<file path="src/rtl/raster_pixel_streamer.sv">
// raster_pixel_streamer: raster-order frame reader feeding a 2-entry output FIFO.
// Define TEST_PATTERN_EN to add tp_sel and the (col+row) generated pattern.
module raster_pixel_streamer #(
    parameter int IMG_W  = 256,
    parameter int IMG_H  = 256,
    parameter int W      = 8,
    parameter int HBLANK = 0,
    parameter int ADDR_W = $clog2(IMG_W*IMG_H)
) (
    input  logic              clk,
    input  logic              rst_n,
    input  logic              start,
`ifdef TEST_PATTERN_EN
    input  logic              tp_sel,
`endif
    output logic              mem_rd_en,
    output logic [ADDR_W-1:0] mem_addr,
    input  logic [W-1:0]      mem_rdata,
    output logic              out_valid,
    input  logic              out_ready,
    output logic [W-1:0]      out_pixel,
    output logic              out_sof,
    output logic              out_eol,
    output logic              busy,
    output logic              done
);
    localparam int CW = $clog2(IMG_W);
    localparam int RW = $clog2(IMG_H);
    localparam logic [CW-1:0] COL_LAST = CW'(IMG_W-1);
    localparam logic [RW-1:0] ROW_LAST = RW'(IMG_H-1);
    localparam logic [7:0] BLANK_INIT = 8'((HBLANK > 0) ? HBLANK-1 : 0);

    typedef enum logic [2:0] {
        S_IDLE,
        S_LAUNCH,
        S_STREAM,
        S_HBLANK,
        S_DRAIN
    } state_t;

    state_t state;
    logic [CW-1:0] col;
    logic [RW-1:0] row;
    logic [ADDR_W-1:0] addr;
    logic [7:0] blank_cnt;

    logic pend;
    logic pend_sof;
    logic pend_eol;
    logic [W-1:0] pend_data;

    logic [1:0] occ;
    logic [1:0] occ_nxt;
    logic [1:0] wpos;
    logic [2:0] used;
    logic [W+1:0] ent0;
    logic [W+1:0] ent1;
    logic [W+1:0] nxt0;
    logic [W+1:0] nxt1;
    logic [W+1:0] push_ent;
    logic pop;
    logic push;
    logic issue;

`ifdef TEST_PATTERN_EN
    logic tp_mode;
    logic [W-1:0] pend_pix;
    logic [W-1:0] tp_pix;
    assign tp_pix = W'(col) + W'(row);
    assign pend_data = tp_mode ? pend_pix : mem_rdata;
    assign mem_rd_en = issue & ~tp_mode;
`else
    assign pend_data = mem_rdata;
    assign mem_rd_en = issue;
`endif

    assign out_valid = (occ != 2'd0);
    assign pop = out_valid & out_ready;
    assign push = pend;
    assign used = {1'b0, occ} + {2'b00, pend};
    // a pop this cycle frees a slot for the read issued now
    assign issue = (state == S_STREAM) && (used < (3'd2 + {2'b00, pop}));
    assign occ_nxt = occ + {1'b0, push} - {1'b0, pop};
    assign wpos = occ - {1'b0, pop};
    assign push_ent = {pend_sof, pend_eol, pend_data};

    assign mem_addr = addr;
    assign out_pixel = ent0[W-1:0];
    assign out_sof = out_valid & ent0[W+1];
    assign out_eol = out_valid & ent0[W];

    always_comb begin
        nxt0 = ent0;
        nxt1 = ent1;
        if (pop) nxt0 = ent1;
        if (push) begin
            if (wpos == 2'd0) nxt0 = push_ent;
            else nxt1 = push_ent;
        end
    end

    always_ff @(posedge clk or negedge rst_n) begin
        if (!rst_n) begin
            state     <= S_IDLE;
            col       <= '0;
            row       <= '0;
            addr      <= '0;
            blank_cnt <= '0;
            pend      <= 1'b0;
            pend_sof  <= 1'b0;
            pend_eol  <= 1'b0;
            occ       <= 2'd0;
            ent0      <= '0;
            ent1      <= '0;
            busy      <= 1'b0;
            done      <= 1'b0;
`ifdef TEST_PATTERN_EN
            tp_mode   <= 1'b0;
            pend_pix  <= '0;
`endif
        end else begin
            occ  <= occ_nxt;
            ent0 <= nxt0;
            ent1 <= nxt1;
            pend <= issue;
            done <= 1'b0;
            if (issue) begin
                pend_sof <= (row == '0) && (col == '0);
                pend_eol <= (col == COL_LAST);
`ifdef TEST_PATTERN_EN
                pend_pix <= tp_pix;
`endif
            end
            unique case (state)
                S_IDLE: begin
                    // the done cycle swallows a coincident start
                    if (start && !done) begin
                        state <= S_LAUNCH;
                        busy  <= 1'b1;
                        col   <= '0;
                        row   <= '0;
                        addr  <= '0;
`ifdef TEST_PATTERN_EN
                        tp_mode <= tp_sel;
`endif
                    end
                end
                S_LAUNCH: state <= S_STREAM;
                S_STREAM: begin
                    if (issue) begin
                        addr <= addr + ADDR_W'(1);
                        if (col == COL_LAST) begin
                            col <= '0;
                            row <= row + RW'(1);
                            if (row == ROW_LAST) begin
                                state <= S_DRAIN;
                            end else if (HBLANK > 0) begin
                                state     <= S_HBLANK;
                                blank_cnt <= BLANK_INIT;
                            end
                        end else begin
                            col <= col + CW'(1);
                        end
                    end
                end
                S_HBLANK: begin
                    if (blank_cnt == 8'd0) state <= S_STREAM;
                    else blank_cnt <= blank_cnt - 8'd1;
                end
                S_DRAIN: begin
                    if (occ_nxt == 2'd0) begin
                        state <= S_IDLE;
                        busy  <= 1'b0;
                        done  <= 1'b1;
                    end
                end
                default: state <= S_IDLE;
            endcase
        end
    end
endmodule

</file>
<file path="config.mk">
export PLATFORM = sky130hd
export DESIGN_NAME = raster_pixel_streamer
export DESIGN_NICKNAME = d
export VERILOG_FILES = /design/src/rtl/raster_pixel_streamer.sv
export SDC_FILE = /design/constraint.sdc
export NUM_CORES = 1
export LEC_CHECK = 0
export CORE_UTILIZATION = 52
export DETAILED_ROUTE_END_ITERATION = 12
export HOLD_SLACK_MARGIN = 0.1
export PLACE_DENSITY = 0.79
export SYNTH_ARGS = -nofsm -noshare
export SYNTH_HDL_FRONTEND = slang
export SYNTH_SLANG_ARGS = --single-unit
</file>
<file path="constraint.sdc">
create_clock -name clk -period 2.5 [get_ports clk]
set_input_delay 0.5 -clock clk [delete_from_list [all_inputs] [get_ports clk]]
set_output_delay 0.5 -clock clk [all_outputs]
set_load 0.02 [all_outputs]
</file>
Yosys cells after proc, flatten, opt, wreduce, memory -nomap -nowiden --
Cells that the tools add are included. Widths: inputs -> output; s select.
Word-level totals: logic and storage cells 84, output and inout bits 30, input bits 12, register bits 70
Operators by class: eq/ne operators 12, add/subtract/negate cells 9, bitwise logic cells 5, reduce and logical (&&, ||, !) cells 19, magnitude comparators 1, multiplexer cells 25
Operators with widths (count):
- $mux 8 | 5
- $mux 16 | 2
- $pmux 16 s2 | 1
- $pmux 8 s2 | 2
- $mux 10 | 3
- $logic_not 8->1 | 3
- $mux 3 | 6
- $add 16x1->16 const B | 1
- $add 8x1->8 const B | 2
- $eq 8x8->1 const B | 2
- $pmux 3 s5 | 1
- $ne 2x2->1 const B | 4
- $sub 8x1->8 const B | 1
- $eq 3x2->1 const B | 2
- $reduce_and 3->1 | 2
- $reduce_and 6->1 | 1
- $reduce_bool 2->1 | 3
- $logic_not 2->1 | 2
- $mux 1 | 4
- $ne 2x1->1 const B | 2
- $reduce_and 2->1 | 2
- $reduce_and 4->1 | 1
- $sub 2x1->2 | 2
- $add 2x1->3 | 1
- other kinds (11) | 16

Depth between registers and ports, before layout --
Gate-level depths: netlist of run 1.
depth in word-level cells 7, mapped depth 7, gate-level depth less buffers 6

Least setup slack after synthesis of run 1 --
No wires, ideal clock.
path type flip-flop to output port, start point register state[2], end point output port mem_rd_en, buffers on the path 0, required time 2.000 ns, cell stages (with the launch flop) 5, setup slack 0.484 ns, arrival 1.516 ns, cells stage by stage dfrtp_1 -> or3b_2 -> nor2_2 -> nand2_1 -> inv_1
Between the ends: word-level cells in the longest chain between the ends 2
Ends and longest elaborated chain:
- from (decl) | line 41 | state_t state;
- from (signal assigned) | line 104 | state <= S_IDLE;
- from (signal assigned) | line 138 | state <= S_LAUNCH;
- from (signal assigned) | line 148 | S_LAUNCH: state <= S_STREAM;
- $eq 3x2->1 | line 82 | assign issue = (state == S_STREAM) && (used < (3'd2 + {2'b00, pop}));
- $logic_and 1x1->1 | line 82
- to (decl) | line 16 | output logic mem_rd_en,
Every way passes these cells.

Worst setup path after layout of run 1 --
start point register occ[1], end point output port out_eol
Between the ends: word-level cells in the longest chain between the ends 2
Ends and longest elaborated chain:
- from (decl) | line 52 | logic [1:0] occ;
- from (signal assigned) | line 122 | occ <= occ_nxt;
- $reduce_bool 2->1 | line 77 | assign out_valid = (occ != 2'd0);
- $and 1x1->1 | line 90 | assign out_eol = out_valid & ent0[W];
- to (decl) | line 23 | output logic out_eol,
Every way passes these cells.

==> impl_metrics.ini, run 1 <==
[run_status]
status = finished clean

[worst_setup_path]
path_class = flip-flop to primary output
worst-path-stages = 3
worstReg2RegStart = col[0]
cp-end-kind = primary output
worstSetupStartpoint = occ[1]
required_ns = 2.00
cp_slowest_cell = clkdlybuf4s50_1
path_buf_inv = 1
arrival_ns = 1.85
path_cells = or2_2 -> and2_1 -> clkdlybuf4s50_1
slowest_delay_ns = 0.54
crit_path_end = out_eol
start_kind = flip-flop
critical_path.max_fanout = 7
r2r_setup_slack_ns = 0.29
cp_top_family = buffers and inverters
timing.rr.end = row[5]
ff2ff_path_depth = 5

[grt]
grt-busiest-layer = met2
gr-usage-met2_pct = 36.86
use_met3_pct = 4.571
antenna_found_initial = 0
grt_usage_pct = 23.06
grt_max_degree = 71
grt_pass1_vias = 2862
grtUsageMet1_pct = 31.07
grt.overflow.total = 0
grt_pass1_wl_mm = 13.48

[layout]
antenna_cells = 0
fin_area_um2 = 4514
seq_area_um2 = 1752
final_cell_mix = dfrtp_1, nand2_1, clkdlybuf4s50_1, nand3_1
areaGrowthSynthToFinish_pct = 20.75
nets = 440
nFillCells = 543
final_common_cell = dfrtp_1
final_cells = 518
drive_gt1_share_pct = 13.98
multiInputGateArea_um2 = 1794

[clocking]
cts.root.buffer_cell = clkbuf_8
clkLatencyLatePin_ns = 0.34
htreeDepth = 3
hold_buffers = 0
clk_pin_slew_ns = 0.08
cts_tree = built
numCtsBuffers = 9
clockBufferDepth = 2
cts.sinks = 70

[routing]
vias = 3054
ant_nets = 0
routedWlPerCell_um = 15.60
drtIter0Drc = 245
viasPerCell = 5.896
drtPass1Iterations = 4
drc = 0
routed_wl_mm = 8.083

[yosys]
synth_edf_count = 0
async_flop_share_pct = 100.0
yosysWarnings = 0
avgSynthCellArea_um2 = 10.10
synth_ff_type = dfrtp_1
syn-cell-area_um2 = 3739
ys_seq_elements = 70
synth_cell_types = 51
ys_seq_area_share_pct = 46.85
synth_cells = 370
synth_nets = 392

[pwr]
p_leak_nw = 1.947
irDropWorstVdd_mv = 0.5000
power_mw = 4.680
power_density_nw_per_um2 = 1037

[sta]
post-route-period-util_pct = 93.89
timing.hold.ws_ns = 0.1675
layout_min_cycle_time_ns = 2.347
drv_slew = 0
skew_ns = 0.009687
maxSlewHeadroom_pct = 51.14
hold_viol = 0
rsz0062_at_grt = false
setup_viol = 0
worst_pin_slew_ns = 0.7294
maxClockFrequency_mhz = 426.0

[floorplan]
core_area_um2 = 6869
io_pins = 42
die_width_um = 86.79
row_count = 30
initial_utilization_pct = 54.43
die_area_um2 = 7533
die_height_um = 86.79

[place]
dpl_cell_area_um2 = 4275
gp_congestion = 0.8930
post-dp-hpwl_mm = 5.478
post-place-cells = 503
io_buffers = 41

[run]
drv_cap = 0

[min_path]
worst_hold_path_type = primary input to async pin
==> metrics by stage <==
stage | setup WS, ns | utilization, % | TNS (ns)
after floorplan | 0.4839 | - | 0
after global placement | -0.03078 | 62.24 | -0.03078
after detailed placement | -0.05707 | 62.24 | -0.05707
after CTS | 0.03243 | 65.77 | 0
after global routing | 0.08200 | 65.72 | 0
final | 0.1527 | 65.72 | 0
==> flip-flops by register name, summed over array words and instances, names as in the netlist, 2 cells and up <==
signal,cells
blank_cnt,8
col,8
ent0,10
ent1,10
mem_addr,16
occ,2
row,8
state,3
==> where the power goes <==
group	internal [mW]	switching (mW)	total, mW
clock	0.688	0.430	1.12
combinational	0.861	1.09	1.95
sequential	1.39	0.221	1.61
total	2.94	1.74	4.68
==> cell usage after synthesis (2+ instances only) <==
cell type | n | share of area [%]
dfrtp_1 | 70 | 47
nand2_1 | 40 | 4.0
nand3_1 | 23 | 3.1
mux2i_1 | 19 | 5.1
a21oi_1 | 17 | 2.3
o21ai_0 | 16 | 2.1
or4_1 | 14 | 2.8
buf_4 | 12 | 2.4
o31ai_1 | 12 | 2.4
inv_1 | 11 | 1.1
mux2_2 | 11 | 3.3
ha_1 | 10 | 3.3
nor3_1 | 10 | 1.3
clkbuf_1 | 9 | 0.90
nor4_1 | 9 | 1.5
and3_1 | 8 | 1.3
nor2_1 | 7 | 0.70
xnor2_1 | 7 | 1.6
nand2b_1 | 6 | 1.0
nand4_1 | 6 | 1.0
and2_1 | 5 | 0.84
nor3b_1 | 3 | 0.60
nor4b_1 | 3 | 0.70
o21ai_1 | 3 | 0.40
o2bb2ai_1 | 3 | 0.70
a21o_1 | 2 | 0.40
a31oi_1 | 2 | 0.33
and4_1 | 2 | 0.47
clkbuf_8 | 2 | 0.74
nand3b_1 | 2 | 0.40
nand4_2 | 2 | 0.67
nor2b_1 | 2 | 0.33
o211ai_1 | 2 | 0.40
or2_2 | 2 | 0.33
or3_1 | 2 | 0.33
==> how the worst min path moves through the flow <==
stage | to | start | slack, ns | depth (start not counted)
6_report | mem_addr[14] | rst_n | 0.17 | 2
3_3_place_gp | blank_cnt[7] | blank_cnt[7] | 0.47 | 1
4_1_cts | mem_addr[9] | rst_n | 0.19 | 2
2_1_floorplan | blank_cnt[0] | rst_n | 0.20 | 0
5_1_grt | mem_addr[14] | rst_n | 0.20 | 2
3_5_place_dp | blank_cnt[7] | blank_cnt[7] | 0.46 | 1
==> cells by family (layout without fill, tap and decap cells) <==
kind of cell	Yosys count	in the layout	synth area share, %
buffers and inverters	35	87	5.288
AND/OR/NAND/NOR	152	152	23.23
multiplexers	30	30	8.400
XOR/XNOR	7	7	1.640
flip-flops	70	70	46.85
AO/OA/AOI/OAI	66	66	11.25
adder cells (fa/ha/maj)	10	10	3.347
==> layout make-up <==
type	instances	area share (%)
flip-flops and latches	70	38.80
repair buffers	61	12.47
inverters	11	0.9146
clock inverters	5	2.356
well taps	96	2.661
clock buffers	10	3.049
multi-input cells	265	39.74
==> layer usage <==
layer | part of all wire (%) | vias up | wire length [µm]
li1 | - | 1453 | -
met1 | 45 | 1484 | 3598
met2 | 49 | 105 | 3944
met3 | 5.5 | 12 | 441
met4 | 1.2 | 0 | 98
met5 | 0 | - | 0
==> what timing repair did <==
item	CTS	global route
gates cloned	0	0
setup endpoints to repair	1	1
setup buffers	0	0
resized for setup	1	2
Note: power is estimated with default switching activity, not from simulation.
==> run 2: changes to the inputs <==
--- a/config.mk
+++ b/config.mk
@@ -5,10 +5,12 @@
 export SDC_FILE = /design/constraint.sdc
 export NUM_CORES = 1
 export LEC_CHECK = 0
+export ABC_AREA = 1
 export CORE_UTILIZATION = 52
+export CTS_CLUSTER_SIZE = 40
 export DETAILED_ROUTE_END_ITERATION = 12
 export HOLD_SLACK_MARGIN = 0.1
-export PLACE_DENSITY = 0.79
+export PLACE_DENSITY = 0.78
 export SYNTH_ARGS = -nofsm -noshare
 export SYNTH_HDL_FRONTEND = slang
 export SYNTH_SLANG_ARGS = --single-unit
==> run 2 against run 1 <==
  * Sequential power increased by 6%
  * Cell area decreased by 0.91%
  * Clock skew decreased by 0.0015 ns
  * Die area increased by 2.1%
  * Count of clock-buffer cells in the layout decreased by 1
  * Routed wire length decreased by 3.2%
  * Sequential share of layout area increased by 0.36 points
  * Critical path type unchanged
  * Critical endpoint is now mem_rd_en
==> impl_metrics.ini, run 2 <==
[yosys]
yosysWarnings = 0
ys_seq_elements = 70
synth_mux_area_share_pct = 1.737
async_flop_share_pct = 100.0
synth_compound_area_share_pct = 11.21
synth_cell_types = 33
synth.most_common_cell = nand2_1
synth_edf_count = 0
synth_commonest_cells = nand2_1, dfrtp_1, inv_1
avgSynthCellArea_um2 = 8.020
yosysTopAreaCell = dfrtp_1
ys_seq_area_share_pct = 45.89
synth.top_cell.area_share_pct = 45.89
syn-cell-area_um2 = 3817
synth-xor-area-share_pct = 2.065
synth_top_family_by_area = simple AND/OR/NAND/NOR gates
synthSimpleGateAreaFrac_pct = 26.19
synthAdderAreaFrac_pct = 3.278
ys_top_cells_by_area = dfrtp_1, nand2_1, inv_1
synth_ff_type = dfrtp_1
synth_nets = 498
synth_cells = 476

[layout]
drive_gt1_share_pct = 9.542
fin_area_um2 = 4473
areaGrowthSynthToFinish_pct = 17.17
final_cell_mix = nand2_1, dfrtp_1, inv_1, nor2_1, o21ai_0
post-route-util_pct = 64.41
final_common_cell = nand2_1
largest_reg_flops = 16
nets = 542
antenna_cells = 0
final_cells = 620

[clocking]
cts.root.buffer_cell = clkbuf_8
clk_pin_slew_ns = 0.07
numCtsBuffers = 9
htreeDepth = 3
cts_resized = 1
hold_buffers = 0
cts_tree = built
cts.sinks = 70
clockBufferDepth = 2
clkLatencyLatePin_ns = 0.35
post_cts_buffers = 0

[grt]
grt_pass1_wl_mm = 13.70
grt_max_degree = 52
grt_usage_pct = 23.03
grt.overflow.total = 0
grt_pass1_vias = 3151
antenna_found_initial = 0

[worst_setup_path]
start_kind = flip-flop
timing.rr.end = col[0]
arrival_ns = 1.86
critical_path.max_fanout = 4
cp-end-kind = primary output
ff2ff_path_depth = 9
path_cells = ha_1 -> ha_1 -> nand2_1 -> nand3_4 -> inv_1 -> dlygate4sd2_1
r2r_setup_slack_ns = 0.53
cp_top_family = adder cells
required_ns = 2.00
slowest_delay_ns = 0.42
path_class = flip-flop to primary output
cp_common_cell = ha_1
cp_slowest_cell = dfrtp_1
worstReg2RegStart = pend
path_buf_inv = 2

[floorplan]
row_count = 30
die_area_um2 = 7688
initial_utilization_pct = 54.97
core_area_um2 = 6944
die_height_um = 87.68
io_pins = 42
die_width_um = 87.68

[run_status]
status = finished clean

[place]
post-place-ws_ns = 0.03848
post-place-cells = 605
dpl_cell_area_um2 = 4310
io_buffers = 41
gp_congestion = 0.8614
post-dp-hpwl_mm = 5.639

[sta]
maxSlewHeadroom_pct = 68.39
layout_min_cycle_time_ns = 2.356
maxClockFrequency_mhz = 424.5
worst_slack_ns = 0.1442
setup_viol = 0
timing.hold.ws_ns = 0.09811
rsz0062_at_grt = false
skew_ns = 0.008161
post-route-period-util_pct = 94.23
worst_pin_slew_ns = 0.4742
final.setup.tns_ns = 0
hold_viol = 0
drv_slew = 0

[routing]
ant_nets = 0
drtPass1Iterations = 5
vias = 3235
routed_wl_mm = 7.828
routedWlPerCell_um = 12.63
drc = 0
viasPerCell = 5.218
drtIter0Drc = 203

[pwr]
p_sw_mw = 1.931
p_int_mw = 2.656
power_mw = 4.587
p_seq_share_pct = 37.1
irDropWorstVdd_mv = 0.6282
p_leak_nw = 2.109
power_density_nw_per_um2 = 1025
comb_power_share_pct = 45.9
p_sw_share_pct = 42.11
clkPwrFrac_pct = 17.0

[run]
drv_cap = 0

[min_path]
worst_hold_path_type = primary input to async pin
run 2: how the worst max path moves through the flow:
| stage | endpoint | depth (start not counted) | start | slack (ns) |
|---|---|---|---|---|
| after global routing | mem_rd_en | 6 | occ[0] | 0.02 |
| after CTS | mem_rd_en | 6 | pend | 0.13 |
| after detailed placement | mem_rd_en | 6 | out_ready | 0.04 |
| final | mem_rd_en | 6 | pend | 0.14 |
| after floorplan | state[2] | 11 | occ[1] | 0.67 |
| after global placement | mem_rd_en | 6 | out_ready | 0.03 |
run 2: power groups by stage:
stage / registers [mW] / logic [mW] / clock network, mW
floorplan: 1.75 / 1.45 / 0
global placement: 1.70 / 2.07 / 0
detailed placement: 1.72 / 2.13 / 0
CTS: 1.70 / 2.12 / 0.793
global route: 1.74 / 2.35 / 0.851
finish: 1.70 / 2.11 / 0.779
run 2: layout make-up:
class / count / area [µm²]
clock buffer: 9 / 123.9
sequential: 70 / 1752
fill: 607 / 2471
inverter: 64 / 240.2
multi-input combinational: 323 / 1698
timing repair buffer: 52 / 499.2
tap: 96 / 120.1
clock inverter: 6 / 40.04
run 2: cell families (layout without fill, tap and decap cells):
logic type                 count (synthesis)  count (layout)
AOI/OAI and AO/OA                         74              74
buffers and inverters                     83             131
DFF                                       70              70
muxes                                      6               6
and+or+nand+nor                          224             224
adders and majority gates                 10              10
xor gates and xnor gates                   9               9
run 2: worst register-to-register path: cells and delay by family (launching register included):
kind | cells | cell delay [ns]
fa+ha+maj | 2 | 0.47
buf+inv | 2 | 0.43
flops | 1 | 0.42
simple gates | 4 | 0.40
compound gates | 1 | 0.17
run 2: layer usage:
| metal | part of all wire (%) | wire, µm | vias up | global-route usage, % |
|---|---|---|---|---|
| met5 | 0 | 0 | - | 0 |
| met4 | 1.7 | 135 | 0 | 9.389 |
| met3 | 4.8 | 375 | 13 | 5.184 |
| met2 | 48 | 3753 | 73 | 38.57 |
| met1 | 46 | 3563 | 1520 | 29.00 |
| li1 | - | - | 1629 | - |
==> run 3: changes to the inputs <==
--- a/config.mk
+++ b/config.mk
@@ -6,6 +6,7 @@
 export NUM_CORES = 1
 export LEC_CHECK = 0
 export ABC_AREA = 1
+export ABC_CLOCK_PERIOD_IN_PS = 2500
 export CORE_UTILIZATION = 52
 export CTS_CLUSTER_SIZE = 40
 export DETAILED_ROUTE_END_ITERATION = 12
==> results of run 3 <==
Final layout, timing and power as in run 2 (identical DEF).
